File: src/rtl/cu_pkg.sv
// rtl/cu_pkg.sv - shared states, bus bit map, opcodes and ALU codes for the control unit
package cu_pkg;

    typedef enum logic [3:0] {
        S_IDLE,
        S_T0,
        S_T1,
        S_T2,
        S_T3,
        S_T4,
        S_T5,
        S_HALT
    } cu_state_e;

    // Bit positions shared by enable and busSelect; R0-R15 occupy bits 0-15
    localparam int BIT_ZLO = 19;
    localparam int BIT_PC  = 20;
    localparam int BIT_MDR = 21;
    localparam int BIT_MAR = 22;
    localparam int BIT_IR  = 23;
    localparam int BIT_Z   = 24;
    localparam int BIT_Y   = 27;

    localparam int OPC_W      = 5;
    localparam int REG_IDX_W  = 4;
    localparam int ALU_CODE_W = 4;

    localparam logic [OPC_W-1:0] OPC_ADD  = 5'b00011;
    localparam logic [OPC_W-1:0] OPC_SUB  = 5'b00100;
    localparam logic [OPC_W-1:0] OPC_AND  = 5'b00101;
    localparam logic [OPC_W-1:0] OPC_OR   = 5'b00110;
    localparam logic [OPC_W-1:0] OPC_SHR  = 5'b00111;
    localparam logic [OPC_W-1:0] OPC_SHL  = 5'b01001;
    localparam logic [OPC_W-1:0] OPC_HALT = 5'b11011;

    localparam logic [ALU_CODE_W-1:0] ALU_NOP = 4'd0;
    localparam logic [ALU_CODE_W-1:0] ALU_ADD = 4'd1;
    localparam logic [ALU_CODE_W-1:0] ALU_SUB = 4'd2;
    localparam logic [ALU_CODE_W-1:0] ALU_AND = 4'd3;
    localparam logic [ALU_CODE_W-1:0] ALU_OR  = 4'd4;
    localparam logic [ALU_CODE_W-1:0] ALU_SHR = 4'd7;
    localparam logic [ALU_CODE_W-1:0] ALU_SHL = 4'd8;

endpackage

File: src/rtl/alu_control_unit_if.sv
// rtl/alu_control_unit_if.sv - datapath control interface between sequencer and datapath
interface alu_control_unit_if #(
    parameter int WORD_W   = 32,
    parameter int ALU_OP_W = 4
);
    logic [WORD_W-1:0]   ir;
    logic                mem_ready;
    logic [WORD_W-1:0]   enable;
    logic [WORD_W-1:0]   busSelect;
    logic                MR_Read;
    logic                inc_pc;
    logic [ALU_OP_W-1:0] Control_Signals;

    modport master (
        input  ir,
        input  mem_ready,
        output enable,
        output busSelect,
        output MR_Read,
        output inc_pc,
        output Control_Signals
    );

    modport slave (
        output ir,
        output mem_ready,
        input  enable,
        input  busSelect,
        input  MR_Read,
        input  inc_pc,
        input  Control_Signals
    );
endinterface

File: src/rtl/cu_opcode_decode.sv
// rtl/cu_opcode_decode.sv - combinational IR decode into ALU code, legality and register fields
module cu_opcode_decode
    import cu_pkg::*;
#(
    parameter int WORD_W = 32
) (
    input  logic [WORD_W-1:0]     ir,
    output logic [ALU_CODE_W-1:0] alu_op,
    output logic                  legal,
    output logic                  is_halt,
    output logic [REG_IDX_W-1:0]  ra,
    output logic [REG_IDX_W-1:0]  rb,
    output logic [REG_IDX_W-1:0]  rc
);
    logic [OPC_W-1:0] opcode;
    logic             unused_ir_low;

    assign opcode        = ir[31:27];
    assign ra            = ir[26:23];
    assign rb            = ir[22:19];
    assign rc            = ir[18:15];
    assign unused_ir_low = ^ir[14:0];

    // legal means "executes as an ALU op"; HALT is reported separately
    always_comb begin
        alu_op  = ALU_NOP;
        legal   = 1'b1;
        is_halt = 1'b0;
        case (opcode)
            OPC_ADD:  alu_op = ALU_ADD;
            OPC_SUB:  alu_op = ALU_SUB;
            OPC_AND:  alu_op = ALU_AND;
            OPC_OR:   alu_op = ALU_OR;
            OPC_SHR:  alu_op = ALU_SHR;
            OPC_SHL:  alu_op = ALU_SHL;
            OPC_HALT: begin
                legal   = 1'b0;
                is_halt = 1'b1;
            end
            default:  legal = 1'b0;
        endcase
    end
endmodule

File: src/rtl/alu_control_unit.sv
// rtl/alu_control_unit.sv - fetch/execute control sequencer; CU_STEP_EN adds single-step input
module alu_control_unit
    import cu_pkg::*;
#(
    parameter int WORD_W   = 32,
    parameter int ALU_OP_W = 4
) (
    input  logic                clk,
    input  logic                clr,
    input  logic                run,
`ifdef CU_STEP_EN
    input  logic                step,
`endif
    alu_control_unit_if.master  cu,
    output logic                done,
    output logic                halted,
    output logic                fault
);
    localparam logic [WORD_W-1:0] ONE = {{(WORD_W-1){1'b0}}, 1'b1};

    cu_state_e              state;
    cu_state_e              state_nx;
    logic                   fault_q;
    logic                   start_ok;
    logic [ALU_CODE_W-1:0]  alu_op;
    logic                   legal;
    logic                   is_halt;
    logic [REG_IDX_W-1:0]   ra;
    logic [REG_IDX_W-1:0]   rb;
    logic [REG_IDX_W-1:0]   rc;

    cu_opcode_decode #(.WORD_W(WORD_W)) u_decode (
        .ir      (cu.ir),
        .alu_op  (alu_op),
        .legal   (legal),
        .is_halt (is_halt),
        .ra      (ra),
        .rb      (rb),
        .rc      (rc)
    );

`ifdef CU_STEP_EN
    logic step_q;

    always_ff @(posedge clk or negedge clr) begin
        if (!clr) begin
            step_q <= 1'b0;
        end else begin
            step_q <= step;
        end
    end

    assign start_ok = run & step & ~step_q;
`else
    assign start_ok = run;
`endif

    always_ff @(posedge clk or negedge clr) begin
        if (!clr) begin
            state   <= S_IDLE;
            fault_q <= 1'b0;
        end else begin
            state <= state_nx;
            if (state == S_T3 && !legal && !is_halt) begin
                fault_q <= 1'b1;
            end
        end
    end

    always_comb begin
        state_nx = state;
        case (state)
            S_IDLE: if (start_ok) state_nx = S_T0;
            S_T0:   state_nx = S_T1;
            S_T1:   if (cu.mem_ready) state_nx = S_T2;
            S_T2:   state_nx = S_T3;
            S_T3:   state_nx = legal ? S_T4 : S_HALT;
            S_T4:   state_nx = S_T5;
`ifdef CU_STEP_EN
            S_T5:   state_nx = S_IDLE;
`else
            S_T5:   state_nx = run ? S_T0 : S_IDLE;
`endif
            S_HALT: state_nx = S_HALT;
            default: state_nx = S_IDLE;
        endcase
    end

    // Outputs depend only on state (and decoded ir fields), so clr clears them without a clock
    always_comb begin
        cu.enable          = '0;
        cu.busSelect       = '0;
        cu.MR_Read         = 1'b0;
        cu.inc_pc          = 1'b0;
        cu.Control_Signals = '0;
        done               = 1'b0;
        case (state)
            S_T0: begin
                cu.busSelect = ONE << BIT_PC;
                cu.enable    = (ONE << BIT_MAR) | (ONE << BIT_PC);
                cu.inc_pc    = 1'b1;
            end
            S_T1: begin
                cu.MR_Read = 1'b1;
                cu.enable  = ONE << BIT_MDR;
            end
            S_T2: begin
                cu.busSelect = ONE << BIT_MDR;
                cu.enable    = ONE << BIT_IR;
            end
            S_T3: begin
                if (legal) begin
                    cu.busSelect = ONE << rb;
                    cu.enable    = ONE << BIT_Y;
                end
            end
            S_T4: begin
                cu.busSelect       = ONE << rc;
                cu.enable          = ONE << BIT_Z;
                cu.Control_Signals = ALU_OP_W'(alu_op);
            end
            S_T5: begin
                cu.busSelect = ONE << BIT_ZLO;
                cu.enable    = ONE << ra;
                done         = 1'b1;
            end
            default: ;
        endcase
    end

    assign halted = (state == S_HALT);
    assign fault  = fault_q;

endmodule
File: src/flat_wrapper.sv
// flat-port wrapper written by rule: the top's interface ports become plain ports
module alu_control_unit_flat import cu_pkg::*;
#(
    parameter int WORD_W   = 32,
    parameter int ALU_OP_W = 4
)
  (clk, clr, run, done, halted, fault, cu_ir, cu_mem_ready, cu_enable, cu_busSelect, cu_MR_Read, cu_inc_pc, cu_Control_Signals);
  alu_control_unit_if #(.WORD_W(WORD_W), .ALU_OP_W(ALU_OP_W)) cu_i ();
  input  logic clk;
  input  logic clr;
  input  logic run;
  output logic done;
  output logic halted;
  output logic fault;
  input wire logic [$bits(cu_i.ir)-1:0] cu_ir;
  input wire logic [$bits(cu_i.mem_ready)-1:0] cu_mem_ready;
  output wire logic [$bits(cu_i.enable)-1:0] cu_enable;
  output wire logic [$bits(cu_i.busSelect)-1:0] cu_busSelect;
  output wire logic [$bits(cu_i.MR_Read)-1:0] cu_MR_Read;
  output wire logic [$bits(cu_i.inc_pc)-1:0] cu_inc_pc;
  output wire logic [$bits(cu_i.Control_Signals)-1:0] cu_Control_Signals;
  assign cu_i.ir = cu_ir;
  assign cu_i.mem_ready = cu_mem_ready;
  assign cu_enable = cu_i.enable;
  assign cu_busSelect = cu_i.busSelect;
  assign cu_MR_Read = cu_i.MR_Read;
  assign cu_inc_pc = cu_i.inc_pc;
  assign cu_Control_Signals = cu_i.Control_Signals;
  alu_control_unit #(.WORD_W(WORD_W), .ALU_OP_W(ALU_OP_W)) u_core (.clk(clk), .clr(clr), .run(run), .cu(cu_i), .done(done), .halted(halted), .fault(fault));
endmodule
File: config.mk
export PLATFORM = sky130hd
export DESIGN_NAME = alu_control_unit_flat
export DESIGN_NICKNAME = d
export VERILOG_FILES = /design/src/rtl/cu_pkg.sv /design/src/rtl/alu_control_unit_if.sv /design/src/rtl/cu_opcode_decode.sv /design/src/rtl/alu_control_unit.sv /design/src/flat_wrapper.sv
export SDC_FILE = /design/constraint.sdc
export NUM_CORES = 1
export LEC_CHECK = 0
export BUFFER_PORTS_ARGS = -buffer_cell sky130_fd_sc_hd__buf_4
export CAP_MARGIN = 10
export CORE_MARGIN = 3
export CORE_UTILIZATION = 30
export CTS_CLUSTER_DIAMETER = 150
export DETAILED_ROUTE_END_ITERATION = 7
export PLACE_DENSITY = 0.78
export SYNTH_ARGS = -nofsm -noshare
export SYNTH_HDL_FRONTEND = slang
export SYNTH_HIERARCHICAL = 1
export SYNTH_SLANG_ARGS = --single-unit
File: constraint.sdc
create_clock -name clk -period 1.8 [get_ports clk]
set_input_delay 0.27 -clock clk [delete_from_list [all_inputs] [get_ports clk]]
set_output_delay 0.27 -clock clk [all_outputs]
set_load 0.05 [all_outputs]
==> results of run 1 <==
==> placed cells by master, fill, tap and decap left out, drive strengths merged <==
| cell | instances |
|---|---|
| and2 | 4 |
| clkbuf | 3 |
| nand4bb | 1 |
| conb | 23 |
| a41o | 1 |
| or2 | 2 |
| or3b | 2 |
| o21ai | 1 |
| inv | 3 |
| a21oi | 1 |
| and4bb | 2 |
| buf | 95 |
| nand2b | 10 |
| and3 | 3 |
| o22ai | 16 |
| nand3 | 3 |
| o211a | 1 |
| and3b | 3 |
| nor2 | 18 |
| dfrtp | 4 |
| nand3b | 6 |
| o221ai | 1 |
| a31oi | 1 |
| nor3 | 8 |
| dlygate4sd3 | 1 |
| nor4 | 2 |
| a21boi | 1 |
| nand2 | 8 |
| nor3b | 3 |
==> metrics by stage <==
| stage | worst slack [ns] | cell area, sq um | hold slack (ns) |
|---|---|---|---|
| after floorplan | -0.320 | 1400 | -0.0256 |
| after global placement | -0.353 | 1790 | 0.0691 |
| after detailed placement | -0.385 | 1790 | 0.0684 |
| after CTS | -0.285 | 2040 | 0.359 |
| after global routing | -0.328 | 2190 | 0.363 |
| final | -0.261 | 2190 | 0.365 |
==> power by group through the flow <==
stage                     Clock [W]  Sequential (W)  Combinational (W)
after floorplan                   0        0.000192            0.00114
after global placement            0        0.000164            0.00143
after detailed placement          0        0.000164            0.00144
after CTS                  0.000114        0.000168            0.00154
after global routing       0.000122        0.000177            0.00173
final                      0.000108        0.000170            0.00165
==> kinds of logic after synthesis <==
kind of cell / Yosys count
AND/OR/NAND/NOR: 75
buffers and inverters: 45
flip-flops: 4
AO/OA/AOI/OAI: 23
other: 1
==> layout make-up <==
cell class	count	area [sq um]
clock buffers	3	22.5
flip-flops and latches	4	100
well taps	44	55.1
inverters	3	11.3
multi-input cells	121	1100
repair buffers	96	896
fillers	238	941
==> worst max-delay path: stages <==
cell,delay (ns)
buf_6,0.07
buf_4,0.10
nand3b_1,0.08
a31oi_2,0.19
and4bb_4,0.26
or3b_4,0.45
o22ai_4,0.17
buf_6,0.18
==> routing by layer <==
metal	wire, microns	up-vias	track usage, %
met3	229	0	2.81
met2	2110	52	32.4
met4	0	0	0.809
met5	0	-	0
met1	1290	605	19.3
li1	-	630	-
==> final timing paths <==
kind                       cells past startpoint  slack [ns]                           to                   startpoint
setup reg to reg                               5        0.59  u_core/state[0]$_DFFE_PN0P_  u_core/state[0]$_DFFE_PN0P_
max in group asynchronous                      2        1.33                    async pin                          clr
hold reg to reg                                1        0.47     u_core/fault$_DFFE_PN0P_     u_core/fault$_DFFE_PN0P_
setup / recovery                               8       -0.26              cu_busSelect[1]                    cu_ir[28]
min in group clk                               3        0.39  u_core/state[0]$_DFFE_PN0P_                          run
hold / removal                                 2        0.36     u_core/fault$_DFFE_PN0P_                          clr
==> repair_timing <==
item | CTS | global route
hold buffers | 1 | 0
pin swaps | 11 | 8
endpoints found under the hold margin | 4 | 0
gates resized for setup | 45 | 28
setup endpoints to repair | 30 | 31
setup buffers | 4 | 7
==> results.toml, run 1 <==
[run_status]
status = "finished, violations left"
violations = "setup timing"

[floorplan]
chipHeight_microns = 64.1
start_util_pct = 32.4
fp.dieW_microns = 64.1
dieArea_sq_mm = 0.00411
placementRows = 20
io_pins = 109
core_region_area_sq_mm = 0.00313

[setup_path]
crit_arrival_ns = 1.79
critPathKind = "in2out"
crit_fanout = 4
crit_path_start_kind = "primary input"
end_kind = "output pin"
cp.required_ns = 1.53

[sta]
min_period_ns = 2.06
slew_viol_final = 0
fmax_ghz = 0.485
fin_tns_setup_ns = -2.27
fin_crit_sh_pct = 114
finalHoldViolCount = 0
setup_slack_ns = -0.261
setup_violations = 23
clock_skew_ns = 0.00179
rsz0062_at_grt = "yes"

[clocking]
worstSkewPairLatency_ns = 0.23
ctsRootBufferMaster = "clkbuf_4"
cts_tree = "yes"
ctsLongestPathBuffers = 2
cts_sinks = 4
path_clk_slew_ns = 0.04
cts.htree.levels = 1
numCtsBuffers = 3

[placement]
place_congestion = 0.770
io_buffers = 70
dpl.hpwl_mm = 2.73
dp.cells = 258

[synth]
synth_common_cells = "buf_4 (38), nor2_1 (18), o22ai_1 (16)"
synthesis.area_sq_mm = 0.00101
syn_avg_cell_area_sq_um = 6.84
synth_top_family_by_area = "simple AND/OR/NAND/NOR gates"
synth-adder-area-share_pct = 0
synth_xor_area_share_pct = 0
synthFlopType = "dfrtp_1"
synthSimpleGateAreaFrac_pct = 43.1
synth_edf_count = 0
yosysWarnings = 6
synth.distinct_cells = 31
synth-compound-area-share_pct = 15.1
synth.top_cell.area_share_pct = 28.2
ys_ff_latch = 4
yosys-top-cells-area = "buf_4 (28%), dfrtp_1 (9.9%), o22ai_1 (9.9%), nor2_1 (6.7%), nand2b_1 (6.2%)"
synth_mux_area_share_pct = 0
yosysMostFrequentCell = "buf_4"
ys_seq_area_share_pct = 9.89
synth_top_cell_by_area = "buf_4"
syn_inst = 148
async_reset_ff_share_pct = 100

[detailed_routing]
routed_wl_mm = 3.63
via_per_inst = 4.75
avgRoutedWirePerCell_microns = 13.4
drt_iter0_markers = 42
first_pass_iters = 4
ant_nets = 0
via_count = 1287
drcViolationCount = 0

[power_and_ir_drop]
p_int_w = 0.000796
p_total_w = 0.00192
ir_worst_vdd_mv = 0.716
p_seq_share_pct = 8.8
power.density_mw_per_mm2 = 879
clkPwrFrac_pct = 5.6
switching_share_pct = 58.6
power_frac_comb_pct = 85.6
switchingPower_w = 0.00113
p_leak_nw = 0.918

[global_routing]
overflow = 0
grt_pass1_vias = 1172
grt_max_degree = 18
antenna_found_initial = 0
grt_pass1_wl_mm = 5.62
grtUsageTotal_pct = 16.5

[final_layout]
drive_gt1_share_pct = 64.3
diodes = 0
fin_cells = 271
fin_util_pct = 69.9
synthToLayoutAreaGrowth_pct = 116
nNetsFinal = 265

[flow_run]
maxCapViolations = 0

[worst_hold_path]
hp-class = "in2async"
No activity file was read; power rests on OpenSTA's default activity.
==> run 2, diff against run 1 <==
--- a/config.mk
+++ b/config.mk
@@ -12,6 +12,7 @@
 export CTS_CLUSTER_DIAMETER = 150
 export DETAILED_ROUTE_END_ITERATION = 7
 export PLACE_DENSITY = 0.78
+export SKIP_LAST_GASP = 1
 export SYNTH_ARGS = -nofsm -noshare
 export SYNTH_HDL_FRONTEND = slang
 export SYNTH_HIERARCHICAL = 1
==> run 2 against run 1 <==
Against the previous run: the flow still finishes with violations (setup timing); clock power about the same; critical endpoint unchanged; cell count unchanged; flip-flop and latch count unchanged; total power about the same; worst setup slack better by 0.00056 ns; via count down 0.78%; first-iteration DRC count down 45%; count of clock-buffer cells in the layout unchanged; critical path depth unchanged; global-route usage unchanged.
==> results.toml, run 2 (synthesis results as in run 1) <==
[setup_path]
crit_path_start_kind = "primary input"
crit_arrival_ns = 1.79
critPathMaxStageDelay_ns = 0.45
crit_fanout = 4
worst_path_most_repeated_cell = "buf_6"
cp_slowest_cell = "or3b_4"
cp.required_ns = 1.53
path_cells = "buf_6 > buf_4 > nand3b_1 > a31oi_2 > and4bb_4 > or3b_4 > o22ai_4 > buf_6"
startpoint = "cu_ir[28]"
critPathKind = "in2out"
r2r_start = "u_core/state[0]$_DFFE_PN0P_"
end_kind = "output pin"

[run_status]
violations = "setup timing"
status = "finished, violations left"

[floorplan]
core_region_area_sq_mm = 0.00313
chipHeight_microns = 64.1
placementRows = 20
start_util_pct = 32.4
dieArea_sq_mm = 0.00411
fp.dieW_microns = 64.1
io_pins = 109

[sta]
slew_viol_final = 0
rsz0062_at_grt = "yes"
timing.hold.ws_ns = 0.364
setup_slack_ns = -0.260
setup_violations = 24
clock_skew_ns = 0.00192
fin_crit_sh_pct = 114
finalHoldViolCount = 0
fmax_ghz = 0.485
min_period_ns = 2.06

[worst_hold_path]
hp-class = "in2async"

[power_and_ir_drop]
p_leak_nw = 0.916
ir_worst_vdd_mv = 0.716
p_int_w = 0.000795
power_frac_comb_pct = 85.5
p_seq_share_pct = 8.8
power.density_mw_per_mm2 = 882
switchingPower_w = 0.00113
clkPwrFrac_pct = 5.6
switching_share_pct = 58.6

[global_routing]
grt.met3_usage_pct = 2.81
antenna_found_initial = 0
grt_pass1_vias = 1172
overflow = 0
top_usage_layer = "met2"
grtUsageTotal_pct = 16.5
grt_pass1_wl_mm = 5.62
grt_use_met1_pct = 19.3
grt_max_degree = 18
met2_usage_pct = 32.4

[final_layout]
drive_gt1_share_pct = 64.3
mostFrequentLayoutCells = "buf_4 (52), buf_6 (41), conb_1 (23), o22ai_4 (16), nor2_1 (9)"
synthToLayoutAreaGrowth_pct = 115
num-fill-cells = 246
multi_input_comb_area_sq_mm = 0.00110
ff_latch_area_sq_um = 100
nNetsFinal = 265
final_common_cell = "buf_4"
diodes = 0
fin_cells = 271

[clocking]
path_clk_slew_ns = 0.04
ctsRootBufferMaster = "clkbuf_4"
worstSkewPairLatency_ns = 0.23
cts_sinks = 4
numCtsBuffers = 3
cts_tree = "yes"
cts.htree.levels = 1
ctsLongestPathBuffers = 2

[flow_run]
maxCapViolations = 0

[detailed_routing]
drt_iter0_markers = 23
via_per_inst = 4.71
first_pass_iters = 4
avgRoutedWirePerCell_microns = 13.5
drcViolationCount = 0
via_count = 1277
ant_nets = 0
routed_wl_mm = 3.65

[placement]
io_buffers = 70
place_congestion = 0.770
dp.cells = 258
dpl.hpwl_mm = 2.73
## run 2: cell type report
class                   instances  share of cell area (%)
clock buffers                   3                    1.03
repair buffers                 96                    41.0
flip-flops and latches          4                    4.60
multi-input cells             121                    50.4
well taps                      44                    2.53
inverters                       3                   0.517
## run 2: worst paths after layout
check | to | slack (ns) | cells past startpoint
setup reg to reg | u_core/state[0]$_DFFE_PN0P_ | 0.60 | 5
max in group asynchronous | async pin | 1.33 | 2
min in group clk | u_core/state[0]$_DFFE_PN0P_ | 0.39 | 3
setup / recovery | cu_busSelect[1] | -0.26 | 8
hold / removal | u_core/fault$_DFFE_PN0P_ | 0.36 | 2
hold reg to reg | u_core/fault$_DFFE_PN0P_ | 0.47 | 1
## run 2: power by group through the flow
stage               clock (W)  sequential (W)  combinational, W
global route         0.000122        0.000177           0.00173
finish               0.000108        0.000170           0.00164
detailed placement          0        0.000164           0.00144
floorplan                   0        0.000192           0.00114
global placement            0        0.000164           0.00143
CTS                  0.000114        0.000168           0.00154
## run 2: repair_timing
item,CTS,global route
gates cloned,0,0
endpoints found under the hold margin,4,0
pin swaps,11,7
setup endpoints to repair,30,31
buffers inserted,4,7
gates resized for setup,45,26
hold buffers,1,0
## run 2: per-stage QoR
| step | instance area (sq um) | util, % | worst slack, ns | TNS, ns | total power [W] |
|---|---|---|---|---|---|
| 2_1_floorplan | 1400 | - | -0.320 | -5.01 | 0.00134 |
| 3_3_place_gp | 1790 | 57.2 | -0.353 | -3.70 | 0.00160 |
| 3_5_place_dp | 1790 | 57.2 | -0.385 | -4.07 | 0.00161 |
| 4_1_cts | 2040 | 65.3 | -0.285 | -3.73 | 0.00182 |
| 5_1_grt | 2180 | 69.6 | -0.328 | -4.05 | 0.00203 |
| 6_report | 2180 | 69.6 | -0.260 | -2.30 | 0.00192 |
## run 2: layer usage
metal | vias up | routed length [microns]
met5 | - | 0
met4 | 0 | 0
met3 | 0 | 227
met2 | 54 | 2120
met1 | 592 | 1300
li1 | 631 | -
## run 2: worst max-delay path, delay by kind of cell
family / cells / cell delay, ns
and+or+nand+nor: 3 / 0.79
AOI/OAI and AO/OA: 2 / 0.36
buffers and inverters: 3 / 0.35
==> run 3, diff against run 2 <==
--- a/config.mk
+++ b/config.mk
@@ -8,11 +8,10 @@
 export BUFFER_PORTS_ARGS = -buffer_cell sky130_fd_sc_hd__buf_4
 export CAP_MARGIN = 10
 export CORE_MARGIN = 3
-export CORE_UTILIZATION = 30
+export CORE_UTILIZATION = 35
 export CTS_CLUSTER_DIAMETER = 150
 export DETAILED_ROUTE_END_ITERATION = 7
-export PLACE_DENSITY = 0.78
-export SKIP_LAST_GASP = 1
+export PLACE_DENSITY = 0.88
 export SYNTH_ARGS = -nofsm -noshare
 export SYNTH_HDL_FRONTEND = slang
 export SYNTH_HIERARCHICAL = 1
==> run 3 against run 2 <==
Against the previous run: the flow still finishes with violations (setup timing); non-clock buffer count down 3; first-iteration DRC count up 130%; die area down 13%; largest power group unchanged; worst hold slack worse by 0.0093 ns; core utilization up 12 points.
==> results.toml, run 3 (synthesis results as in run 1) <==
[run_status]
status = "finished, violations left"
violations = "setup timing"

[power_and_ir_drop]
p_total_w = 0.00191
ir_worst_vdd_mv = 1.04
power.density_mw_per_mm2 = 893
p_leak_nw = 0.902

[clocking]
cts.htree.levels = 1
path_clk_slew_ns = 0.04
ctsLongestPathBuffers = 2
cts_sinks = 4
numCtsBuffers = 3
ctsRootBufferMaster = "clkbuf_4"
cts_tree = "yes"
worstSkewPairLatency_ns = 0.24

[setup_path]
r2r_slack_ns = 0.57
crit_path_start_kind = "primary input"
r2r_start = "u_core/state[0]$_DFFE_PN0P_"
end_kind = "output pin"
crit_arrival_ns = 1.84
ff2ff_path_depth = 5
r2r_end = "u_core/state[0]$_DFFE_PN0P_"
startpoint = "cu_ir[28]"
critPathKind = "in2out"
crit_fanout = 4
cp.required_ns = 1.53
crit_end = "cu_busSelect[1]"

[sta]
min_period_ns = 2.11
fmax_ghz = 0.474
setup_violations = 22
clock_skew_ns = 0.00371
setup_slack_ns = -0.310
rsz0062_at_grt = "yes"
slew_viol_final = 0
fin_crit_sh_pct = 117
finalHoldViolCount = 0

[floorplan]
dieArea_sq_mm = 0.00357
fp.dieW_microns = 59.8
io_pins = 109
core_region_area_sq_mm = 0.00261
placementRows = 18
chipHeight_microns = 59.8
start_util_pct = 38.7

[flow_run]
maxCapViolations = 0

[detailed_routing]
wl_met2_mm = 2.17
first_pass_iters = 4
ant_nets = 0
wl_met3_microns = 315
dr.max_layer_used = "met4"
via_count = 1318
drcViolationCount = 0
routed_wl_mm = 3.89
met1_length_mm = 1.36
via_per_inst = 5.19
drt_iter0_markers = 53
avgRoutedWirePerCell_microns = 15.3

[final_layout]
num-fill-cells = 160
synthToLayoutAreaGrowth_pct = 111
final_common_cell = "buf_4"
nNetsFinal = 262
multi_input_comb_area_sq_mm = 0.00109
diodes = 0
mostFrequentLayoutCells = "buf_4 (50), buf_6 (38), conb_1 (23), o22ai_4 (16)"
ff_latch_area_sq_um = 100
drive_gt1_share_pct = 63.4

[global_routing]
grt_pass1_wl_mm = 5.15
antenna_found_initial = 0
grt_max_degree = 18
grtUsageTotal_pct = 18.4
grt_pass1_vias = 1112
overflow = 0

[placement]
io_buffers = 70
post-place-ws_ns = -0.368
dpl.hpwl_mm = 2.58
place_congestion = 0.808

[worst_hold_path]
hp-class = "in2async"
run 3: cell types whose count changed in the layout (fill, tap and decap cells not counted), sizes merged:
cell,previous run,this run
buf,95,92
run 3: layer usage:
| metal | track usage (%) | up-vias |
|---|---|---|
| met5 | 0 | - |
| met4 | 4.75 | 0 |
| met3 | 4.32 | 7 |
| met2 | 33.8 | 60 |
| met1 | 21.1 | 626 |
| li1 | - | 625 |
run 3: worst min path at each step:
stage	cells after the start	slack [ns]	from	endpoint
finish	2	0.36	clr	u_core/state[0]$_DFFE_PN0P_
global route	2	0.37	clr	async pin
CTS	2	0.35	clr	u_core/state[1]$_DFFE_PN0P_
detailed placement	1	0.07	clr	u_core/fault$_DFFE_PN0P_
global placement	1	0.07	clr	u_core/fault$_DFFE_PN0P_
floorplan	0	-0.03	clr	async pin
run 3: area by class of cell:
cell class              instances  area share (%)
well taps                      30            1.76
flip-flops and latches          4            4.69
inverters                       3           0.528
clock buffers                   3            1.06
multi-input cells             121            51.1
repair buffers                 93            40.9
run 3: timing repair:
| item | 4_1_cts | 5_1_grt |
|---|---|---|
| endpoints found under the setup margin | 30 | 31 |
| resized for setup | 40 | 31 |
| endpoints found under the hold margin | 4 | 0 |
| buffers inserted | 2 | 3 |
| hold buffers | 1 | 0 |
| pin swaps | 10 | 5 |
run 3: where the power goes:
| part | total [W] | switching, W | internal, W |
|---|---|---|---|
| logic | 0.00162 | 0.00106 | 0.000560 |
| registers | 0.000170 | 0.0000339 | 0.000136 |
| clock network | 0.000115 | 0.0000404 | 0.0000748 |
run 3: worst max-delay path: stages:
cell and delay (ns):
buf_8 0.10, nand4bb_1 0.21, a31oi_2 0.18, and4bb_4 0.27, or3b_4 0.46, o22ai_4 0.17
buf_6 0.18
run 3: metrics by stage:
stage / instance area [sq um] / hold WS [ns] / utilization (%) / TNS [ns] / std cells
final: 2130 / 0.355 / 81.7 / -3.31 / 254
after global routing: 2130 / 0.369 / 81.7 / -5.30 / 254
after CTS: 1990 / 0.347 / 76.3 / -3.48 / 251
after detailed placement: 1780 / 0.0691 / 68.2 / -3.78 / 245
after global placement: 1780 / 0.0670 / 68.2 / -3.41 / 245
after floorplan: 1400 / -0.0256 / - / -5.01 / 170
